**config.mk**
```make
export PLATFORM = sky130hd
export DESIGN_NAME = signal_stability_monitor
export DESIGN_NICKNAME = d
export VERILOG_FILES = /design/src/rtl/stab_mon_pkg.sv /design/src/rtl/stab_mon_chan.sv /design/src/rtl/signal_stability_monitor.sv
export SDC_FILE = /design/constraint.sdc
export NUM_CORES = 1
export LEC_CHECK = 0
export BUFFER_PORTS_ARGS = -buffer_cell sky130_fd_sc_hd__buf_2
export CORE_MARGIN = 3
export CORE_UTILIZATION = 30
export DETAILED_ROUTE_END_ITERATION = 10
export HOLD_SLACK_MARGIN = 0.02
export PLACE_DENSITY = 0.44
export SLEW_MARGIN = 20
export SYNTH_ARGS = -nofsm -noshare
export SYNTH_HDL_FRONTEND = slang
export SYNTH_SLANG_ARGS = --single-unit
```
**constraint.sdc**
```tcl
create_clock -name clk -period 7.1 [get_ports clk]
set_input_delay 0.355 -clock clk [delete_from_list [all_inputs] [get_ports clk]]
set_output_delay 0.355 -clock clk [all_outputs]
set_load 0.01 [all_outputs]
```
**src/rtl/stab_mon_pkg.sv**
```systemverilog
// stab_mon_pkg: shared types and run classification for the stability monitor
package stab_mon_pkg;
  typedef enum logic [1:0] {MODE_BOTH, MODE_HIGH, MODE_LOW, MODE_OFF} mode_e;
  typedef enum logic [1:0] {IDLE, RUN, STABLE} chan_state_e;
  function automatic logic class_chk(input logic value, input mode_e mode);
    return (mode == MODE_BOTH) || (mode == MODE_HIGH && value) || (mode == MODE_LOW && !value);
  endfunction
endpackage

```
**src/rtl/stab_mon_chan.sv**
```systemverilog
// stab_mon_chan: one channel run-length checker; STAB_MON_ASSERT_EN adds simulation assertions
module stab_mon_chan
  import stab_mon_pkg::*;
#(
  parameter int MIN_STABLE = 4
) (
  input  logic  clk,
  input  logic  rst,
  input  logic  en,
  input  mode_e mode,
  input  logic  sig,
  output logic  pass,
  output logic  fail,
  output logic  fail_next
);
  localparam int LW = $clog2(MIN_STABLE + 1);
  localparam logic [LW-1:0] LEN_MAX = LW'(MIN_STABLE);
  chan_state_e state, state_n;
  logic prev, prev_n, chk, chk_n, pass_n;
  logic [LW-1:0] len, len_n;
  // state register with registered pass/fail pulses
  always_ff @(posedge clk or posedge rst)
    if (rst) begin
      state <= IDLE;
      prev  <= 1'b0;
      len   <= '0;
      chk   <= 1'b0;
      pass  <= 1'b0;
      fail  <= 1'b0;
    end else begin
      state <= state_n;
      prev  <= prev_n;
      len   <= len_n;
      chk   <= chk_n;
      pass  <= pass_n;
      fail  <= fail_next;
    end
  // next state: first run after IDLE is unchecked, a change in RUN ends a short run
  always_comb begin
    state_n   = state;
    prev_n    = prev;
    len_n     = len;
    chk_n     = chk;
    pass_n    = 1'b0;
    fail_next = 1'b0;
    if (!en) state_n = IDLE;
    else if (state == IDLE) begin
      state_n = RUN;
      prev_n  = sig;
      len_n   = LW'(1);
      chk_n   = 1'b0;
    end else if (sig == prev) begin
      if (state == RUN) begin
        len_n = len + 1'b1;
        state_n = (len_n == LEN_MAX) ? STABLE : RUN;
        pass_n = (len_n == LEN_MAX) && chk;
      end
    end else begin
      fail_next = (state == RUN) && chk;
      state_n   = RUN;
      prev_n    = sig;
      len_n     = LW'(1);
      chk_n     = class_chk(sig, mode);
    end
  end
`ifdef STAB_MON_ASSERT_EN
  a_excl: assert property (@(posedge clk) disable iff (rst) !(pass && fail))
    else $error("%m: pass and fail together at %0t", $time);
  a_fail: assert property (@(posedge clk) disable iff (rst) fail |-> ($past(len) < LEN_MAX))
    else $error("%m: fail after a run of at least MIN_STABLE at %0t", $time);
  a_stab: assert property (@(posedge clk) disable iff (rst)
      (en && $stable(sig)) [* MIN_STABLE] |=> (pass || state == STABLE))
    else $error("%m: stable input without pass or STABLE at %0t", $time);
`endif
endmodule

```
**src/rtl/signal_stability_monitor.sv**
```systemverilog
// signal_stability_monitor: multi-channel pulse-width checker with sticky errors and fail counter; STAB_MON_ASSERT_EN enables assertions
module signal_stability_monitor
  import stab_mon_pkg::*;
#(
  parameter int WIDTH      = 8,
  parameter int MIN_STABLE = 4,
  parameter int CNT_W      = 16
) (
  input  logic             clk,
  input  logic             rst,
  input  logic             en,
  input  logic             clear,
  input  logic [1:0]       mode,
  input  logic [WIDTH-1:0] sig,
  output logic [WIDTH-1:0] pass,
  output logic [WIDTH-1:0] fail,
  output logic [WIDTH-1:0] err_sticky,
  output logic [CNT_W-1:0] fail_cnt
);
  localparam int PW = $clog2(WIDTH + 1);
  localparam int SW = CNT_W + PW;
  logic [WIDTH-1:0] fail_next;
  logic [PW-1:0] fail_pop;
  logic [SW-1:0] sum;
  logic [CNT_W-1:0] cnt_next;
`ifdef STAB_MON_ASSERT_EN
  if (MIN_STABLE < 2) begin : g_bad_min
    $error("MIN_STABLE must be >= 2");
  end
`endif
  for (genvar i = 0; i < WIDTH; i++) begin : g_chan
    stab_mon_chan #(.MIN_STABLE(MIN_STABLE)) u_chan (
      .clk(clk), .rst(rst), .en(en), .mode(mode_e'(mode)), .sig(sig[i]),
      .pass(pass[i]), .fail(fail[i]), .fail_next(fail_next[i])
    );
  end
  // count simultaneous fails and saturate the widened sum
  always_comb begin
    fail_pop = '0;
    for (int k = 0; k < WIDTH; k++) fail_pop = fail_pop + PW'(fail_next[k]);
    sum = SW'(fail_cnt) + SW'(fail_pop);
    cnt_next = (sum > SW'({CNT_W{1'b1}})) ? '1 : sum[CNT_W-1:0];
  end
  // sticky errors and counter; clear wins over same-cycle fails
  always_ff @(posedge clk or posedge rst)
    if (rst) begin
      err_sticky <= '0;
      fail_cnt   <= '0;
    end else begin
      err_sticky <= clear ? '0 : (err_sticky | fail_next);
      fail_cnt   <= clear ? '0 : cnt_next;
    end
endmodule
```
==> results of run 1 <==
registers in the layout, indices dropped and copies added, names as in the netlist:
name / flops
err_sticky: 8
g_chan.u_chan.state: 16
g_chan.u_chan.chk: 8
g_chan.u_chan.pass: 8
fail_cnt: 16
g_chan.u_chan.fail: 8
g_chan.u_chan.len: 24
g_chan.u_chan.prev: 8
per-layer routing:
metal	up-vias	part of all wire (%)	GRT usage, %
met2	48	45	18.6
met1	1601	48	16.2
met5	-	0.16	0
met4	2	1.2	3.09
li1	1640	-	-
met3	9	5.4	4.65
layout by cell type, fill, tap and decap left out, types with 3 or more instances in the layout:
| cell | instances |
|---|---|
| a21o_1 | 3 |
| nor3_1 | 4 |
| mux2i_1 | 16 |
| and3_1 | 4 |
| o21ai_0 | 18 |
| nand3_1 | 9 |
| mux2_2 | 8 |
| a31oi_1 | 6 |
| nand2_1 | 60 |
| xor2_1 | 7 |
| a21oi_1 | 16 |
| fa_1 | 5 |
| inv_1 | 32 |
| nand2b_1 | 3 |
| buf_2 | 53 |
| clkinvlp_4 | 3 |
| a21oi_2 | 11 |
| o22ai_1 | 8 |
| dfrtp_1 | 96 |
| a21boi_0 | 8 |
| a22o_1 | 6 |
| nor2_1 | 46 |
| nor2b_1 | 6 |
| ha_1 | 22 |
| xnor2_1 | 16 |
| clkbuf_16 | 9 |
| a211oi_1 | 3 |
power by group through the flow:
stage               clock (mW)  sequential (mW)  combinational (mW)
floorplan                    0            0.645               0.163
global placement             0            0.652               0.212
detailed placement           0            0.655               0.219
CTS                      0.478            0.644               0.221
global route             0.500            0.653               0.254
finish                   0.455            0.645               0.214
per-stage QoR:
| step | std cells | hold WS [ps] | utilization [%] |
|---|---|---|---|
| floorplan | 469 | 418 | - |
| global route | 722 | 287 | 35.5 |
| detailed placement | 706 | 399 | 33.7 |
| finish | 722 | 298 | 35.5 |
| CTS | 722 | 281 | 35.5 |
| global placement | 706 | 400 | 33.7 |
cells in the mapped netlist (all sizes together), types with 3 or more instances:
library cell / instances
a211oi: 3
a21boi: 8
a21o: 3
a21oi: 28
a22o: 6
a31oi: 6
and3: 4
buf: 22
clkbuf: 7
dfrtp: 96
fa: 5
ha: 22
inv: 33
mux2: 8
mux2i: 16
nand2: 61
nand2b: 3
nand3: 10
nor2: 47
nor2b: 6
nor3: 5
nor3b: 3
nor4: 4
nor4b: 3
o21ai: 18
o22ai: 8
xnor2: 17
xor2: 7
logic make-up after synthesis:
logic type      Yosys count
simple gates            152
xor+xnor                 24
fa+ha+maj                27
mux                      24
buf+inv                  62
flops                    96
compound gates           84
worst reg2reg max path: cells and delay by family, from the launching register on:
| kind | cells | cell delay (ps) |
|---|---|---|
| adders and majority gates | 5 | 2170 |
| and+or+nand+nor | 3 | 860 |
| xor gates and xnor gates | 1 | 230 |
| AOI/OAI and AO/OA | 3 | 630 |
| DFF | 1 | 400 |
| buffers and inverters | 2 | 160 |
repair_timing:
action | 4_1_cts | 5_1_grt
setup buffers | 0 | 0
endpoints found under the hold margin | 1 | 0
hold buffers | 1 | 0
path summary, 6_finish.rpt:
path / cells after the start / slack [ps] / startpoint / end
hold reg to reg: 2 / 480 / g_chan[5].u_chan.len[2] / g_chan[5].u_chan.len[2]
setup / recovery: 14 / 2510 / g_chan[2].u_chan.prev / fail_cnt[0]
setup reg to reg: 14 / 2510 / g_chan[2].u_chan.prev / fail_cnt[0]
max in group asynchronous: 4 / 5350 / rst / g_chan[1].u_chan.pass
hold / removal: 2 / 300 / sig[5] / g_chan[5].u_chan.prev
min in group asynchronous: 3 / 560 / rst / g_chan[2].u_chan.len[2]
final cells by class:
class / count / area (um2)
Inverter: 33 / 126
Timing Repair Buffer: 56 / 290
Multi-Input combinational cell: 311 / 2170
Clock inverter: 4 / 31.3
Sequential cell: 96 / 2400
Tap cell: 211 / 264
Fill cell: 1627 / 10000
Clock buffer: 11 / 243
==> results.json, run 1 <==
{
  "status": "completed",
  "sw_frac_of_total_pct": 28.7,
  "die_h_um": 133,
  "clkPwrFrac_pct": 34.6,
  "grt_util_all_layers_pct": 12.1,
  "remaining_drc_errors": 0,
  "tightest_slew_ps": 837,
  "synthAdderAreaFrac_pct": 7.70,
  "drv_cap": 0,
  "place.gp.congestion": 0.801,
  "synth-main-ff-cell": "dfrtp_1",
  "cts_max_path_buffers": 2,
  "peakVddDrop_v": 0.000123,
  "vias": 3300,
  "powerDensity_nw_per_um2": 238,
  "place_area_um2": 5240,
  "muxShareOfSynthArea_pct": 5.13,
  "rsz0062_at_grt": "no",
  "timing_hold_violations_final": 0,
  "grt_pass1_vias": 3265,
  "arrival_ps": 4790,
  "synth_cell_types": 50,
  "dr.pass1.iters": 4,
  "std_cell_rows": 45,
  "ant_nets": 0,
  "antenna_found_initial": 1,
  "yosysTopAreaCell": "dfrtp_1",
  "critical_path.max_stage_delay_ps": 490,
  "n_antenna_cell": 0,
  "p_leak_nw": 2.62,
  "yosysTopAreaCellShare_pct": 49.3,
  "slew_headroom_pct": 44.2,
  "post_drt_wl_per_cell_um": 14.1,
  "fin_nets": 548,
  "path_buf_inv": 2,
  "root_buffer": "clkbuf_16",
  "crit_required_ps": 7300,
  "setup-tns-final_ps": 0,
  "synth_compound_area_share_pct": 11.6,
  "ys_seq_elements": 96,
  "setup_viol": 0,
  "grt_overflow": 0,
  "setup_ws_ps": 2510,
  "synth_area_um2": 4870,
  "drtIter0Drc": 167,
  "p_int_mw": 0.937,
  "coreArea_um2": 15500,
  "cts_tree": "yes",
  "drive_above_1_share_pct": 20.4,
  "cp_common_cell": "fa_1",
  "hp-class": "in -> reg",
  "clock-sinks": 96,
  "worstSetupPathType": "reg -> reg",
  "synth.area.top_cells": "dfrtp_1 (49%), ha_1 (5.6%), nand2_1 (4.6%)",
  "finalCritPeriodShare_pct": 64.6,
  "routed_via_density": 4.57,
  "synth_warnings": 0,
  "synth-async-reset-ratio_pct": 100,
  "synth_top_family_by_area": "simple AND/OR/NAND/NOR gates",
  "fin_crit_ps": 4590,
  "die_area_um2": 17800,
  "syn_inst": 469,
  "path_cells": "xnor2_1 -> nor4_2 -> fa_1 -> inv_1 -> fa_1 -> inv_1 -> fa_1 -> fa_1 -> fa_1 -> a21o_1 -> a21oi_4 -> nor2_2 -> nand3_2 -> a21oi_1",
  "ios": 54,
  "grt_max_degree": 66,
  "crit_slowest_cell": "fa_1",
  "die_w_um": 133,
  "synth-simple-area-share_pct": 15.6,
  "clk_pin_slew_worst_paths_ps": 70,
  "power_mw": 1.31,
  "ctsResizeCount": 0,
  "htreeDepth": 3,
  "path_max_fanout": 13,
  "syn-num-nets": 510,
  "path_delay_family": "adder cells",
  "p_comb_share_pct": 16.3,
  "grt_pass1_wl_um": 17100,
  "ys_seq_area_share_pct": 49.3,
  "switching_power_mw": 0.377,
  "avgSynthCellArea_um2": 10.4,
  "worstSkewPairLatency_ps": 340,
  "cp-end-kind": "flop",
  "cts_buffers": 9,
  "io_buffers": 53,
  "clock.fmax_mhz": 218,
  "synthToLayoutAreaGrowth_pct": 13.4,
  "start_util_pct": 31.4,
  "hpwl_um": 7140,
  "design_area_um2": 5520,
  "drv_slew": 0,
  "routed_wirelength_um": 10200,
  "place_ws_ps": 2320,
  "synth_xor_area_share_pct": 4.47,
  "p_seq_share_pct": 49.0,
  "skew_ps": 6.10,
  "synth_edf_count": 0,
  "cp-start-kind": "flop"
}
(Power assumes the default switching activity.)
==> run 2: changes to the inputs <==
- clock period: 7.1 -> 4.37 ns (I/O delays scaled with it)
==> results.json, run 2 (synthesis results as in run 1) <==
{
  "switching_power_mw": 0.606,
  "setup-tns-final_ps": 0,
  "p_seq_share_pct": 46.1,
  "tightest_slew_ps": 780,
  "crit_required_ps": 4580,
  "p_comb_share_pct": 15.8,
  "cts_max_path_buffers": 2,
  "cts_buffers": 9,
  "p_int_mw": 1.66,
  "fin_crit_ps": 4160,
  "drive_above_1_share_pct": 22.0,
  "clkPwrFrac_pct": 38.1,
  "peakVddDrop_v": 0.000172,
  "vias": 3319,
  "die_h_um": 133,
  "n_antenna_cell": 0,
  "routed_wirelength_um": 10100,
  "synthToLayoutAreaGrowth_pct": 16.0,
  "path_buf_inv": 3,
  "ios": 54,
  "skew_ps": 7.54,
  "worstSetupPathType": "reg -> reg",
  "start_util_pct": 31.4,
  "top_register": "g_chan.u_chan.len",
  "path_cells": "xnor2_2 -> nor4b_4 -> fa_1 -> inv_1 -> fa_1 -> inv_1 -> fa_1 -> fa_1 -> fa_1 -> a21o_1 -> a21oi_4 -> buf_4 -> nor2_1 -> xnor2_1 -> a21oi_2",
  "mostFrequentLayoutCell": "dfrtp_1",
  "holdWs_ps": 10.5,
  "ant_nets": 0,
  "finalCritPeriodShare_pct": 95.2,
  "path_delay_family": "adder cells",
  "critical_path.max_stage_delay_ps": 450,
  "grt_pass1_wl_um": 16900,
  "setup_viol": 0,
  "drtIter0Drc": 191,
  "die_w_um": 133,
  "largest_reg_flops": 24,
  "dr.pass1.iters": 4,
  "post_drt_wl_per_cell_um": 13.8,
  "grt_overflow": 0,
  "powerDensity_nw_per_um2": 401,
  "clock-sinks": 96,
  "worst-r2r-setup-slack_ps": 210,
  "grt_max_degree": 61,
  "place.gp.congestion": 0.783,
  "drv_slew": 0,
  "clock.fmax_mhz": 240,
  "arrival_ps": 4370,
  "clk_pin_slew_worst_paths_ps": 70,
  "timing_hold_violations_final": 0,
  "cp-end-kind": "flop",
  "p_leak_nw": 2.69,
  "routed_via_density": 4.55,
  "sw_frac_of_total_pct": 26.7,
  "worstSkewPairLatency_ps": 350,
  "coreArea_um2": 15500,
  "fin_nets": 556,
  "fillCellCount": 1595,
  "reg_top3": "g_chan.u_chan.len (24), fail_cnt (16), g_chan.u_chan.state (16)",
  "grt_pass1_vias": 3281,
  "rsz0062_at_grt": "no",
  "cts_tree": "yes",
  "cp-start-kind": "flop",
  "antenna_found_initial": 0,
  "status": "completed",
  "hp-class": "in -> async",
  "std_cell_rows": 45,
  "die_area_um2": 17800,
  "io_buffers": 53,
  "grt_util_all_layers_pct": 12.0,
  "crit_slowest_cell": "fa_1",
  "slew_headroom_pct": 48.0,
  "root_buffer": "clkbuf_16",
  "cp_common_cell": "fa_1",
  "final_cell_mix": "dfrtp_1 (95), nand2_1 (60), buf_2 (53)",
  "drv_cap": 0,
  "hpwl_um": 7120,
  "path_max_fanout": 6,
  "remaining_drc_errors": 0,
  "htreeDepth": 3,
  "cts_setup_buffers": 0
}
-- run 2: area by class of cell --
type	instances	area [um2]	area share (%)
Multi-Input combinational cell	311	2190	38.8
Sequential cell	96	2400	42.5
Clock buffer	12	256	4.54
Timing Repair Buffer	64	348	6.15
Clock inverter	3	65.1	1.15
Inverter	33	126	2.23
Tap cell	211	264	4.67
-- run 2: path summary, 6_finish.rpt --
check                                             start                        end  cells past startpoint
worst min register to register  g_chan[0].u_chan.len[0]    g_chan[0].u_chan.len[0]                      1
worst max register to register    g_chan[0].u_chan.prev                fail_cnt[6]                     15
worst min-delay path                                rst               fail_cnt[11]                      2
max in group asynchronous                           rst      g_chan[7].u_chan.fail                      3
min in group clk                                     en  g_chan[2].u_chan.state[1]                      3
worst max-delay path              g_chan[0].u_chan.prev                fail_cnt[6]                     15
-- run 2: worst register-to-register path, stage by stage (launching register included) --
cell and delay (ps):
dfrtp_1 400, xnor2_2 180, nor4b_4 310, fa_1 450, inv_1 70, fa_1 400, inv_1 70, fa_1 420
fa_1 430, fa_1 420, a21o_1 220, a21oi_4 160, buf_4 180, nor2_1 60, xnor2_1 170, a21oi_2 70
-- run 2: through the flow --
| stage | std cells | total power [mW] | utilization [%] | setup WS (ps) | cell area (um2) |
|---|---|---|---|---|---|
| after floorplan | 469 | 1.31 | - | 188 | 4870 |
| after global placement | 715 | 1.41 | 34.2 | 110 | 5310 |
| after detailed placement | 715 | 1.42 | 34.2 | 14.4 | 5310 |
| after CTS | 730 | 2.30 | 36.2 | 25.9 | 5630 |
| after global routing | 730 | 2.40 | 36.4 | 26.9 | 5660 |
| final | 730 | 2.27 | 36.4 | 208 | 5660 |
-- run 2: routing by layer --
metal	wire (um)	track usage, %	part of all wire (%)	up-vias
met3	461	4.15	4.6	11
met4	131	3.43	1.3	0
met1	5000	16.6	50	1598
li1	-	-	-	1658
met5	0	0	0	-
met2	4460	17.9	44	52
-- run 2: timing repair --
| action | 4_1_cts | 5_1_grt |
|---|---|---|
| setup endpoints to repair | 0 | 16 |
| hold buffers | 0 | 0 |
| gates resized for setup | 0 | 4 |
-- run 2: power groups by stage --
stage / clock (mW) / combinational (mW) / sequential [mW]
2_1_floorplan: 0 / 0.266 / 1.05
5_1_grt: 0.925 / 0.422 / 1.06
6_report: 0.863 / 0.358 / 1.04
3_5_place_dp: 0 / 0.362 / 1.06
3_3_place_gp: 0 / 0.353 / 1.06
4_1_cts: 0.895 / 0.365 / 1.04
